### config.mk
export PLATFORM = sky130hd
export DESIGN_NAME = qam_symbol_packer
export DESIGN_NICKNAME = d
export VERILOG_FILES = /design/src/rtl/qam_symbol_packer.sv
export SDC_FILE = /design/constraint.sdc
export NUM_CORES = 1
export LEC_CHECK = 0
export CORE_MARGIN = 5
export CORE_UTILIZATION = 51
export DETAILED_ROUTE_END_ITERATION = 10
export PLACE_DENSITY = 0.78
export SLEW_MARGIN = 30
export SYNTH_ARGS = -nofsm -noshare
export SYNTH_HDL_FRONTEND = slang
export SYNTH_SLANG_ARGS = --single-unit
### constraint.sdc
create_clock -name clk -period 1.95 [get_ports clk]
set_clock_uncertainty 0.15 [all_clocks]
set_input_delay 0.2925 -clock clk [delete_from_list [all_inputs] [get_ports clk]]
set_output_delay 0.2925 -clock clk [all_outputs]
set_load 0.02 [all_outputs]
### src/rtl/qam_symbol_packer.sv
// Repacks a framed stream of IN_WIDTH-bit words, MSB first, into SYM_WIDTH-bit
// QAM symbol indices; the last symbol of a frame is zero-padded in its LSBs.
module qam_symbol_packer #(
  parameter int POINTS    = 16,
  parameter int IN_WIDTH  = 8,
  parameter int SYM_WIDTH = $clog2(POINTS),
  parameter int BUF_WIDTH = IN_WIDTH + SYM_WIDTH - 1
) (
  input  logic                 clk,
  input  logic                 rst_n,
  input  logic [IN_WIDTH-1:0]  in_data,
  input  logic                 in_valid,
  input  logic                 in_last,
  output logic                 in_ready,
  output logic [SYM_WIDTH-1:0] out_data,
  output logic                 out_valid,
  output logic                 out_last,
  input  logic                 out_ready
);

  // One extra bit so that 2*SYM_WIDTH stays representable when SYM_WIDTH == IN_WIDTH.
  localparam int CW = $clog2(BUF_WIDTH + 2);
  localparam logic [CW-1:0] SYM_C     = CW'(SYM_WIDTH);
  localparam logic [CW-1:0] TWO_SYM_C = CW'(2 * SYM_WIDTH);
  localparam logic [CW-1:0] IN_C      = CW'(IN_WIDTH);

  // Handshake: a transfer happens on a rising edge where valid & ready are both
  // high; valids never look at their own ready, and in_ready alone looks at
  // out_ready, so one slot can be freed and refilled in the same cycle.

  logic [BUF_WIDTH-1:0] bits_q, bits_d, bits_s, in_ext;
  logic [CW-1:0]        cnt_q, cnt_d, cnt_s;
  logic                 flush_q, flush_d;
  logic                 in_fire, out_fire;

  always_comb begin
    in_ready  = !flush_q && ((cnt_q < SYM_C) || ((cnt_q < TWO_SYM_C) && out_ready));
    out_valid = (cnt_q >= SYM_C) || (flush_q && (cnt_q != '0));
    out_last  = flush_q && (cnt_q <= SYM_C) && (cnt_q != '0);
    out_data  = bits_q[BUF_WIDTH-1 -: SYM_WIDTH];
    in_fire   = in_valid && in_ready;
    out_fire  = out_valid && out_ready;
  end

  // Shift out the head symbol first, then append the new word just below the
  // surviving bits; the shift always leaves fewer than SYM_WIDTH bits when a
  // word is appended, so the buffer cannot overflow.
  always_comb begin
    bits_s  = bits_q;
    cnt_s   = cnt_q;
    in_ext  = {in_data, {(BUF_WIDTH - IN_WIDTH){1'b0}}};
    flush_d = flush_q;
    if (out_fire) begin
      bits_s = bits_q << SYM_WIDTH;
      cnt_s  = (cnt_q > SYM_C) ? (cnt_q - SYM_C) : '0;
    end
    bits_d = bits_s;
    cnt_d  = cnt_s;
    if (in_fire) begin
      bits_d = bits_s | (in_ext >> cnt_s);
      cnt_d  = cnt_s + IN_C;
    end
    if (in_fire && in_last) begin
      flush_d = 1'b1;
    end else if (out_fire && out_last) begin
      flush_d = 1'b0;
    end
  end

  always_ff @(posedge clk or negedge rst_n) begin
    if (!rst_n) begin
      bits_q  <= '0;
      cnt_q   <= '0;
      flush_q <= 1'b0;
    end else begin
      bits_q  <= bits_d;
      cnt_q   <= cnt_d;
      flush_q <= flush_d;
    end
  end

endmodule

==> summary.txt, run 1 <==
STA
  – Final period util: 0.963
  – Actual slew at the worst max-slew pin: 311 ps
  – Max-slew violation count: 0
  – Worst relative slew slack: 0.793
  – RSZ-0062 raised after global routing: no
  – Final-report setup violation count: 0
  – Maximum clock frequency: 0.533 GHz
  – Final TNS setup: 0 ps
  – Hold violation total from the final report: 0
  – Final min period: 1880 ps
  – Hold slack final: 173 ps

Final layout
  – Diodes inserted: 0
  – Fillers: 180
  – Design Area, Final: 0.00143 mm²
  – Proportion of layout cells with a drive suffix above 1: 0.255
  – Final #Nets: 163
  – Register Area: 400 µm²
  – Most common cell after layout, fill and taps aside: sky130_fd_sc_hd__buf_4
  – Area delta synth->final: 28.3%
  – Area taken by multi-input logic gates: 618 µm²
  – Most used cells in the layout excluding fill and tap cells: 17 x sky130_fd_sc_hd__buf_4, 16 x sky130_fd_sc_hd__nand2_1, 16 x sky130_fd_sc_hd__dfrtp_1, 16 x sky130_fd_sc_hd__clkdlybuf4s50_1, 10 x sky130_fd_sc_hd__mux2i_1

Power
  – Peak supply drop: 0.798 mV
  – Power spent charging and discharging nets: 0.612 mW
  – Share of total power in sequential cells: 0.338
  – Switching power as a share of total power: 0.385
  – Power Density: 1110 mW/mm²
  – Combinational share of power: 0.528
  – Int Pwr: 0.978 mW
  – Clock share of power: 0.134
  – P_leak: 0.646 nW

Clocking
  – Insertion delay of the later-clocked pin in the worst-skew pair: 280 ps
  – Clock root cell: sky130_fd_sc_hd__clkbuf_4
  – Total CTS buffers: 3
  – TritonCTS clock tree: yes
  – CTS Sinks: 16
  – H-tree levels: 1
  – Hold Buf Count CTS: 0
  – Clock slew at reported path FFs: 90 ps
  – CTS max path bufs: 2

Global route
  – Global-route wire length before repair: 4.80 mm
  – Antenna violations before repair: 0
  – Number of global-route vias before repair: 1,017
  – Global route overflow: 0
  – Total global routing track utilization: 0.190
  – Largest net degree at the start of global routing: 21

Run
  – Max Cap Violations: 0

Die
  – Num rows: 17
  – Die extent in x: 56.7 µm
  – Core region area: 0.00215 mm²
  – I/O pin total: 20
  – Die Height: 56.7 µm
  – Starting utilization of the core area: 0.518
  – Full die area: 0.00321 mm²

Drt
  – Post-detailed-route count of antenna-violating nets: 0
  – Aggregate routed wire length: 2.70 mm
  – DRT iter0 DRCs: 20
  – Number of detailed-routing iterations run before antenna repair: 4
  – Post-detailed-route wirelength per cell: 15.2 µm
  – Average via count per standard cell: 5.66
  – Number of remaining DRC errors: 0
  – Count of vias placed by the detailed router: 1,001

Run status
  – Status: finished, final reports clean

Critical path
  – Class of the most critical setup path: reg2out
  – Worst flop-to-flop path startpoint: cnt_q[3]$_DFF_PN0_
  – Worst Path Max Fanout: 15
  – Kind of end point of the critical path: primary output
  – Critical Path RT: 1510 ps
  – Element type at the critical path start: flop
  – Launching instance or port of the critical path: cnt_q[0]$_DFF_PN0_
  – Worst EP arrival: 1440 ps

Logic synthesis
  – Synth warn: 0
  – Number of synthesized register bits: 16
  – Library cells used by synthesis: 40
  – Post-Syn Area: 0.00111 mm²
  – Dominant cell type by area after synthesis: sky130_fd_sc_hd__dfrtp_1
  – Post-synthesis average cell area: 9.43 µm²
  – Number of instances in the synthesized netlist: 118
  – Proportion of synthesized chip area in sequential cells: 0.360
  – Synth area leaders: sky130_fd_sc_hd__dfrtp_1 36%, sky130_fd_sc_hd__mux2i_1 9.0%, sky130_fd_sc_hd__nand2_1 5.4%, sky130_fd_sc_hd__o21ai_0 3.6%, sky130_fd_sc_hd__buf_4 3.4%
  – Area share of the largest cell type after synthesis: 0.360
  – Post-Syn Nets: 131

Placed design
  – # port buffers: 19
  – Routability Congestion: 0.874
  – Area of placed instances: 0.00138 mm²
  – Total half-perimeter wirelength after legalization and detailed placement: 2.10 mm

Min path
  – HP Class: in2async
==> repair_timing <==
| item | CTS | global route |
|---|---|---|
| buffers inserted | 0 | 3 |
| resized for setup | 4 | 6 |
| endpoints found under the hold margin | 0 | 0 |
| setup endpoints to repair | 3 | 4 |
| pin swaps | 0 | 1 |
==> layout make-up <==
type                    instances  area share
clock buffers                   4      0.0254
multi-input cells              87       0.433
repair buffers                 37       0.223
well taps                      28      0.0245
inverters                       5      0.0131
flip-flops and latches         16       0.280
==> logic make-up (layout without fill, tap and decap cells) <==
family / Yosys count / after routing / synth area share
AND/OR/NAND/NOR: 40 / 40 / 0.222
AO/OA/AOI/OAI: 36 / 36 / 0.234
flip-flops: 16 / 16 / 0.360
buffers and inverters: 15 / 46 / 0.0844
multiplexers: 11 / 11 / 0.100
==> path summary, 6_finish.rpt <==
kind | endpoint | slack, ps | cells after the start
max in group asynchronous | bits_q[7]$_DFF_PN0_ | 1290 | 2
min reg2reg | bits_q[3]$_DFF_PN0_ | 330 | 2
max | out_valid | 70 | 4
min | bits_q[10]$_DFF_PN0_ | 170 | 2
max reg2reg | bits_q[7]$_DFF_PN0_ | 110 | 6
min in group clk | bits_q[3]$_DFF_PN0_ | 330 | 2
==> layer usage <==
layer,wire length [µm],part of all wire,GRT usage
met1,1230,0.46,0.262
met3,116,0.043,0.0322
met2,1310,0.48,0.292
met4,39,0.014,0.0780
met5,0,0,0
==> synth_stat cells, drive strengths merged <==
cell      n
nand2    18
dfrtp    16
o21ai    12
buf      10
mux2i    10
nor2      6
inv       5
a21oi     4
a31oi     4
o211ai    4
and3      3
a221oi    2
nand3     2
nor3      2
o31ai     2
a211o     1
a211oi    1
a21bo     1
a21boi    1
a22o      1
and4b     1
and4bb    1
mux2      1
nand2b    1
nand3b    1
nand4     1
nand4b    1
nand4bb   1
nor2b     1
nor4b     1
o21bai    1
o221a     1
o22a      1
==> per-stage QoR <==
stage	worst slack, ps	util	cells	total power [mW]
after floorplan	133	-	118	1.10
after global placement	-137	0.640	170	1.35
after detailed placement	-204	0.640	170	1.38
after CTS	27.5	0.657	174	1.57
after global routing	1.09	0.665	177	1.71
final	72.4	0.665	177	1.59
==> state kept, by name (all words and copies together), names as in the netlist <==
name     flops
cnt_q        4
bits_q      11
flush_q      1
==> worst max-delay path, cell delays in order (launching register included) <==
cell	delay [ps]
sky130_fd_sc_hd__dfrtp_1	410
sky130_fd_sc_hd__buf_4	200
sky130_fd_sc_hd__o21ai_2	190
sky130_fd_sc_hd__nand2_1	70
sky130_fd_sc_hd__clkdlybuf4s15_1	290
==> power by group through the flow <==
stage	Sequential (mW)	Combinational [mW]	Clock, mW
2_1_floorplan	0.518	0.582	0
4_1_cts	0.538	0.813	0.217
6_report	0.537	0.840	0.213
5_1_grt	0.557	0.915	0.238
3_5_place_dp	0.543	0.836	0
3_3_place_gp	0.537	0.809	0
Power figures use the tool's default switching activity.
==> run 2, diff against run 1 <==
--- a/config.mk
+++ b/config.mk
@@ -5,10 +5,13 @@
 export SDC_FILE = /design/constraint.sdc
 export NUM_CORES = 1
 export LEC_CHECK = 0
+export CELL_PAD_IN_SITES_DETAIL_PLACEMENT = 0
+export CELL_PAD_IN_SITES_GLOBAL_PLACEMENT = 1
 export CORE_MARGIN = 5
-export CORE_UTILIZATION = 51
+export CORE_UTILIZATION = 39
+export CTS_CLUSTER_SIZE = 8
 export DETAILED_ROUTE_END_ITERATION = 10
-export PLACE_DENSITY = 0.78
+export PLACE_DENSITY_LB_ADDON = 0.1
 export SLEW_MARGIN = 30
 export SYNTH_ARGS = -nofsm -noshare
 export SYNTH_HDL_FRONTEND = slang
==> run 2 against run 1 <==
Against the previous run: hold slack got worse by 2.0 ps; die area rose by 25%; combinational power fell by 4.2%; non-clock buffer count fell by 1; first-iteration DRC count did not move; largest cell class unchanged.
==> summary.txt, run 2 (synthesized netlist as in run 1, its figures left out) <==
Critical path
  – Worst path slowest cell: sky130_fd_sc_hd__dfrtp_1
  – Critical Path RT: 1510 ps (about the same)
  – Element type at the critical path start: flop
  – Worst reg-to-reg path cell count: 6 (unchanged)
  – Kind of end point of the critical path: primary output
  – Worst Path Max Fanout: 20 (+5)
  – Cell family with the largest share of critical-path delay: buffers and inverters
  – Minimum setup slack among reg-to-reg paths: 160 ps (+50 ps)
  – Max stage delay on crit path: 420 ps (about the same)
  – Class of the most critical setup path: reg2out
  – Crit. path cell count: 4 (unchanged)
  – Buf+Inv Stages, Crit Path: 2 (unchanged)
  – Critical path, cell by cell: buf_6 > o21ai_2 > nand2_1 > dlygate4sd2_1
  – Worst EP arrival: 1440 ps (about the same)

Die
  – Num rows: 19 (+2)
  – Die extent in x: 63.4 µm (+12%)
  – I/O pin total: 20 (unchanged)
  – Core region area: 0.00273 mm² (+27%)
  – Starting utilization of the core area: 0.407 (-0.111)
  – Die Height: 63.4 µm (+12%)
  – Full die area: 0.00402 mm² (+25%)

Global route
  – Antenna violations before repair: 0 (unchanged)
  – Largest net degree at the start of global routing: 21 (unchanged)
  – Global-route wire length before repair: 4.64 mm (-3.3%)
  – Total global routing track utilization: 0.144 (-0.0464)
  – Number of global-route vias before repair: 906 (-11%)
  – Global route overflow: 0 (unchanged)

Final layout
  – Final Non-Filler Cells: 178 (+0.56%)
  – Regs by FF count: bits_q x11, cnt_q x4, flush_q x1
  – Max reg flops: 11 (unchanged)
  – Area delta synth->final: 26.7%
  – Final #Nets: 162 (-0.61%)
  – Fillers: 261 (+45%)
  – Most used cells in the layout excluding fill and tap cells: 16 x sky130_fd_sc_hd__nand2_1, 16 x sky130_fd_sc_hd__dfrtp_1, 16 x sky130_fd_sc_hd__clkdlybuf4s50_1, 16 x sky130_fd_sc_hd__buf_4, 10 x sky130_fd_sc_hd__mux2i_1
  – Register containing the most flip-flops in the final layout: bits_q
  – Proportion of layout cells with a drive suffix above 1: 0.245 (-0.0101)
  – Diodes inserted: 0 (unchanged)

Drt
  – Number of detailed-routing iterations run before antenna repair: 4 (unchanged)
  – Average via count per standard cell: 5.50 (-2.7%)
  – Number of remaining DRC errors: 0 (unchanged)
  – Post-detailed-route wirelength per cell: 15.0 µm (-1.6%)
  – DRT iter0 DRCs: 20 (unchanged)
  – Post-detailed-route count of antenna-violating nets: 0 (unchanged)
  – Aggregate routed wire length: 2.67 mm (-1.1%)
  – Count of vias placed by the detailed router: 979 (-2.2%)

Clocking
  – Insertion delay of the later-clocked pin in the worst-skew pair: 280 ps (about the same)
  – CTS max path bufs: 2 (unchanged)
  – Total CTS buffers: 3 (unchanged)
  – CTS Sinks: 16 (unchanged)
  – Post-CTS repair timing setup buffer count: 0 (unchanged)
  – Clock slew at reported path FFs: 90 ps (about the same)
  – H-tree levels: 1 (unchanged)
  – Clock root cell: sky130_fd_sc_hd__clkbuf_4
  – TritonCTS clock tree: yes
  – Hold Buf Count CTS: 0 (unchanged)

Power
  – Peak supply drop: 0.761 mV (-4.7%)
  – P_leak: 0.637 nW (-1.4%)
  – Power Density: 1070 mW/mm² (-3.8%)

STA
  – Final min period: 1880 ps (+5.71 ps)
  – Final period util: 0.966 (+0.00293)
  – RSZ-0062 raised after global routing: yes
  – Maximum clock frequency: 0.531 GHz (-0.30%)
  – Hold slack final: 171 ps (-2.01 ps)
  – Worst relative slew slack: 0.792 (about the same)
  – Max-slew violation count: 0 (unchanged)
  – Final-report setup violation count: 0 (unchanged)
  – Actual slew at the worst max-slew pin: 311 ps (+0.201 ps)
  – Hold violation total from the final report: 0 (unchanged)

Run
  – Max Cap Violations: 0 (unchanged)

Run status
  – Status: finished, final reports clean

Placed design
  – Number of cells after detailed placement: 175 (+2.9%)
  – Total half-perimeter wirelength after legalization and detailed placement: 2.13 mm (+1.5%)
  – # port buffers: 19 (unchanged)
  – Routability Congestion: 0.822 (-6.0%)

Min path
  – HP Class: in2async
run 2: changes by cell type in the layout (fill, tap and decap cells not counted), sizes merged:
cell	previous run	this run
buf	18	17
clkdlybuf4s15	1	0
dlygate4sd2	0	1
clkbuf	6	5
run 2: path summary, 6_finish.rpt:
| path | start | endpoint |
|---|---|---|
| min in group clk | bits_q[3]$_DFF_PN0_ | bits_q[3]$_DFF_PN0_ |
| min reg2reg | bits_q[3]$_DFF_PN0_ | bits_q[3]$_DFF_PN0_ |
| max in group asynchronous | rst_n | bits_q[3]$_DFF_PN0_ |
| max | cnt_q[1]$_DFF_PN0_ | out_valid |
| min | rst_n | cnt_q[3]$_DFF_PN0_ |
| max reg2reg | cnt_q[3]$_DFF_PN0_ | bits_q[5]$_DFF_PN0_ |
run 2: repair_timing:
action,4_1_cts,5_1_grt
resized for setup,4,5
pin swaps,0,0
setup endpoints to repair,3,3
run 2: cell type report:
cell class,count,area (µm²),share of cell area
multi-input cells,87,618,0.439
flip-flops and latches,16,400,0.284
well taps,31,38.8,0.0275
clock buffers,3,22.5,0.0160
repair buffers,36,310,0.220
inverters,5,18.8,0.0133
run 2: per-layer routing:
metal,wire length (µm),vias to the layer above,share of wire,global-route usage
li1,-,493,-,-
met1,1400,461,0.53,0.220
met2,1130,21,0.42,0.202
met3,93,4,0.035,0.0195
met4,38,0,0.014,0.0545
met5,0,-,0,0
run 2: power breakdown:
group,internal (mW),switching [mW],total [mW]
Combinational,0.404,0.401,0.805
Sequential,0.442,0.0897,0.531
Clock,0.0717,0.102,0.173
run 2: per-stage QoR:
| step | cell area [µm²] | util | power [mW] | setup TNS (ps) | setup slack (ps) |
|---|---|---|---|---|---|
| finish | 1410 | 0.515 | 1.51 | 0 | 66.7 |
| floorplan | 1110 | - | 1.10 | 0 | 133 |
| global placement | 1390 | 0.510 | 1.37 | -291 | -149 |
| CTS | 1420 | 0.518 | 1.53 | 0 | 39.4 |
| global route | 1410 | 0.515 | 1.63 | -29.6 | -29.6 |
| detailed placement | 1390 | 0.510 | 1.38 | -446 | -185 |
==> run 3, diff against run 2 <==
--- a/config.mk
+++ b/config.mk
@@ -12,7 +12,9 @@
 export CTS_CLUSTER_SIZE = 8
 export DETAILED_ROUTE_END_ITERATION = 10
 export PLACE_DENSITY_LB_ADDON = 0.1
+export SKIP_LAST_GASP = 1
 export SLEW_MARGIN = 30
 export SYNTH_ARGS = -nofsm -noshare
 export SYNTH_HDL_FRONTEND = slang
 export SYNTH_SLANG_ARGS = --single-unit
+export TNS_END_PERCENT = 100
==> run 3 against run 2 <==
Against the previous run: final area is 0.36% higher; routed wire length stayed put; setup slack hardly changed; total power is 0.20% higher; die area stayed put; register-to-register slack hardly changed; hold slack hardly changed; utilization is 0.18 points higher; final cell count stayed put; clock power hardly changed; count of clock-buffer cells in the layout stayed put; critical endpoint unchanged; largest cell class unchanged.
==> summary.txt, run 3 (synthesized netlist as in run 1, its figures left out) <==
Run status
  – Status: finished, final reports clean

Critical path
  – Minimum setup slack among reg-to-reg paths: 160 ps (about the same)
  – Worst Path Max Fanout: 20 (unchanged)
  – Worst reg-to-reg path cell count: 6 (unchanged)
  – Class of the most critical setup path: reg2out
  – Launching instance or port of the critical path: cnt_q[1]$_DFF_PN0_
  – Critical path, cell by cell: buf_6 > o21ai_2 > nand2_1 > dlygate4sd2_1
  – Worst path slowest cell: sky130_fd_sc_hd__dfrtp_1
  – Worst flop-to-flop path startpoint: cnt_q[3]$_DFF_PN0_
  – Crit. path cell count: 4 (unchanged)
  – Capturing instance or port of the critical path: out_valid
  – RR Endpoint: bits_q[5]$_DFF_PN0_
  – Buf+Inv Stages, Crit Path: 2 (unchanged)
  – Element type at the critical path start: flop
  – Critical Path RT: 1510 ps (about the same)
  – Max stage delay on crit path: 420 ps (about the same)
  – Kind of end point of the critical path: primary output
  – Worst EP arrival: 1440 ps (about the same)
  – Cell family with the largest share of critical-path delay: buffers and inverters

STA
  – Final TNS setup: 0 ps (unchanged)
  – Final-report setup violation count: 0 (unchanged)
  – Max-slew violation count: 0 (unchanged)
  – Actual slew at the worst max-slew pin: 311 ps (unchanged)
  – Worst relative slew slack: 0.792 (unchanged)
  – RSZ-0062 raised after global routing: yes
  – Final period util: 0.966 (about the same)
  – Hold violation total from the final report: 0 (unchanged)
  – Maximum clock frequency: 0.531 GHz (about the same)
  – Final min period: 1880 ps (+0.00570 ps)

Min path
  – HP Class: in2async

Clocking
  – H-tree levels: 1 (unchanged)
  – Insertion delay of the later-clocked pin in the worst-skew pair: 280 ps (about the same)
  – TritonCTS clock tree: yes
  – Clock slew at reported path FFs: 90 ps (about the same)
  – CTS max path bufs: 2 (unchanged)
  – CTS Sinks: 16 (unchanged)
  – Total CTS buffers: 3 (unchanged)
  – Clock root cell: sky130_fd_sc_hd__clkbuf_4

Drt
  – Count of vias placed by the detailed router: 979 (unchanged)
  – Post-detailed-route count of antenna-violating nets: 0 (unchanged)
  – Aggregate routed wire length: 2.67 mm (unchanged)
  – Number of remaining DRC errors: 0 (unchanged)
  – DRT iter0 DRCs: 20 (unchanged)
  – Post-detailed-route wirelength per cell: 15.0 µm (unchanged)
  – Number of detailed-routing iterations run before antenna repair: 4 (unchanged)
  – Average via count per standard cell: 5.50 (unchanged)

Final layout
  – Most used cells in the layout excluding fill and tap cells: 16 x sky130_fd_sc_hd__nand2_1, 16 x sky130_fd_sc_hd__dfrtp_1, 16 x sky130_fd_sc_hd__clkdlybuf4s50_1, 16 x sky130_fd_sc_hd__buf_4, 10 x sky130_fd_sc_hd__mux2i_1
  – Proportion of layout cells with a drive suffix above 1: 0.238 (-0.00680)
  – Register Area: 400 µm² (unchanged)
  – Final #Nets: 162 (unchanged)
  – Design Area, Final: 0.00141 mm² (+0.36%)
  – Final Non-Filler Cells: 178 (unchanged)
  – Register containing the most flip-flops in the final layout: bits_q
  – Diodes inserted: 0 (unchanged)
  – Regs by FF count: bits_q x11, cnt_q x4, flush_q x1
  – Area taken by multi-input logic gates: 618 µm² (unchanged)
  – Fillers: 261 (unchanged)
  – Max reg flops: 11 (unchanged)
  – Area delta synth->final: 27.1%

Die
  – Num rows: 19 (unchanged)
  – I/O pin total: 20 (unchanged)
  – Die Height: 63.4 µm (unchanged)
  – Full die area: 0.00402 mm² (unchanged)
  – Starting utilization of the core area: 0.407 (unchanged)
  – Die extent in x: 63.4 µm (unchanged)
  – Core region area: 0.00273 mm² (unchanged)

Power
  – Peak supply drop: 0.762 mV (+0.14%)
  – Power Density: 1070 mW/mm² (-0.15%)
  – P_leak: 0.637 nW (about the same)

Placed design
  – Total half-perimeter wirelength after legalization and detailed placement: 2.13 mm (unchanged)
  – Number of cells after detailed placement: 175 (unchanged)
  – Area of placed instances: 0.00139 mm² (unchanged)
  – # port buffers: 19 (unchanged)
  – Routability Congestion: 0.822 (unchanged)

Global route
  – Antenna violations before repair: 0 (unchanged)
  – Global route overflow: 0 (unchanged)
  – Busiest layer in global routing: met1
  – Global-route wire length before repair: 4.64 mm (unchanged)
  – Met3 Resource Use GR: 0.0195 (unchanged)
  – Number of global-route vias before repair: 906 (unchanged)
  – Largest net degree at the start of global routing: 21 (unchanged)
  – Met2 routing resource usage after global routing: 0.202 (unchanged)
  – Total global routing track utilization: 0.144 (unchanged)
  – GR met1 Demand/Resource: 0.220 (unchanged)

Run
  – Max Cap Violations: 0 (unchanged)
==> run 3: changes by cell type in the layout (fill, tap and decap cells not counted), sizes merged <==
cell / before / now
clkdlybuf4s15: 0 / 1
clkbuf: 5 / 4
==> run 3: worst register-to-register path, stage by stage (launching register included) <==
cell                        delay (ps)
sky130_fd_sc_hd__dfrtp_1           440
sky130_fd_sc_hd__buf_4             180
sky130_fd_sc_hd__nand4bb_4         260
sky130_fd_sc_hd__nand2_2           120
sky130_fd_sc_hd__inv_1              90
sky130_fd_sc_hd__a221oi_1          300
sky130_fd_sc_hd__o21ai_1           120
==> run 3: how the worst min path moves through the flow <==
stage                                   start                   to  depth (start not counted)
after floorplan                         rst_n  bits_q[0]$_DFF_PN0_                          0
after global placement    bits_q[3]$_DFF_PN0_  bits_q[3]$_DFF_PN0_                          2
after detailed placement  bits_q[3]$_DFF_PN0_  bits_q[3]$_DFF_PN0_                          2
after CTS                               rst_n  bits_q[1]$_DFF_PN0_                          2
after global routing                    rst_n  bits_q[1]$_DFF_PN0_                          2
final                                   rst_n   cnt_q[3]$_DFF_PN0_                          2
==> run 3: layout make-up <==
class                           count  share of cell area
Clock buffer                        3              0.0159
Inverter                            5              0.0133
Multi-Input combinational cell     87               0.437
Sequential cell                    16               0.283
Tap cell                           31              0.0274
Timing Repair Buffer               36               0.223
==> run 3: stage by stage <==
stage	power, mW	setup slack, ps	hold WS, ps	utilization
4_1_cts	1.53	39.4	178	0.518
3_3_place_gp	1.37	-149	306	0.510
2_1_floorplan	1.10	133	-153	-
6_report	1.51	66.7	171	0.517
5_1_grt	1.63	-29.6	188	0.517
3_5_place_dp	1.38	-185	314	0.510
==> run 3: power by group <==
group | internal [mW] | total (mW) | switching [mW]
clock network | 0.0717 | 0.173 | 0.102
registers | 0.442 | 0.531 | 0.0897
logic | 0.407 | 0.808 | 0.401
total | 0.920 | 1.51 | 0.592
==> run 3: timing repair <==
action                     CTS  global route
resized for setup            4             4
setup endpoints to repair    3             3
hold buffers                 0             0
buffers inserted             0             0
==> run 3: per-layer routing <==
layer	wire, µm	vias up
met4	38	0
met2	1130	21
met3	93	4
met5	0	-
met1	1400	461
li1	-	493
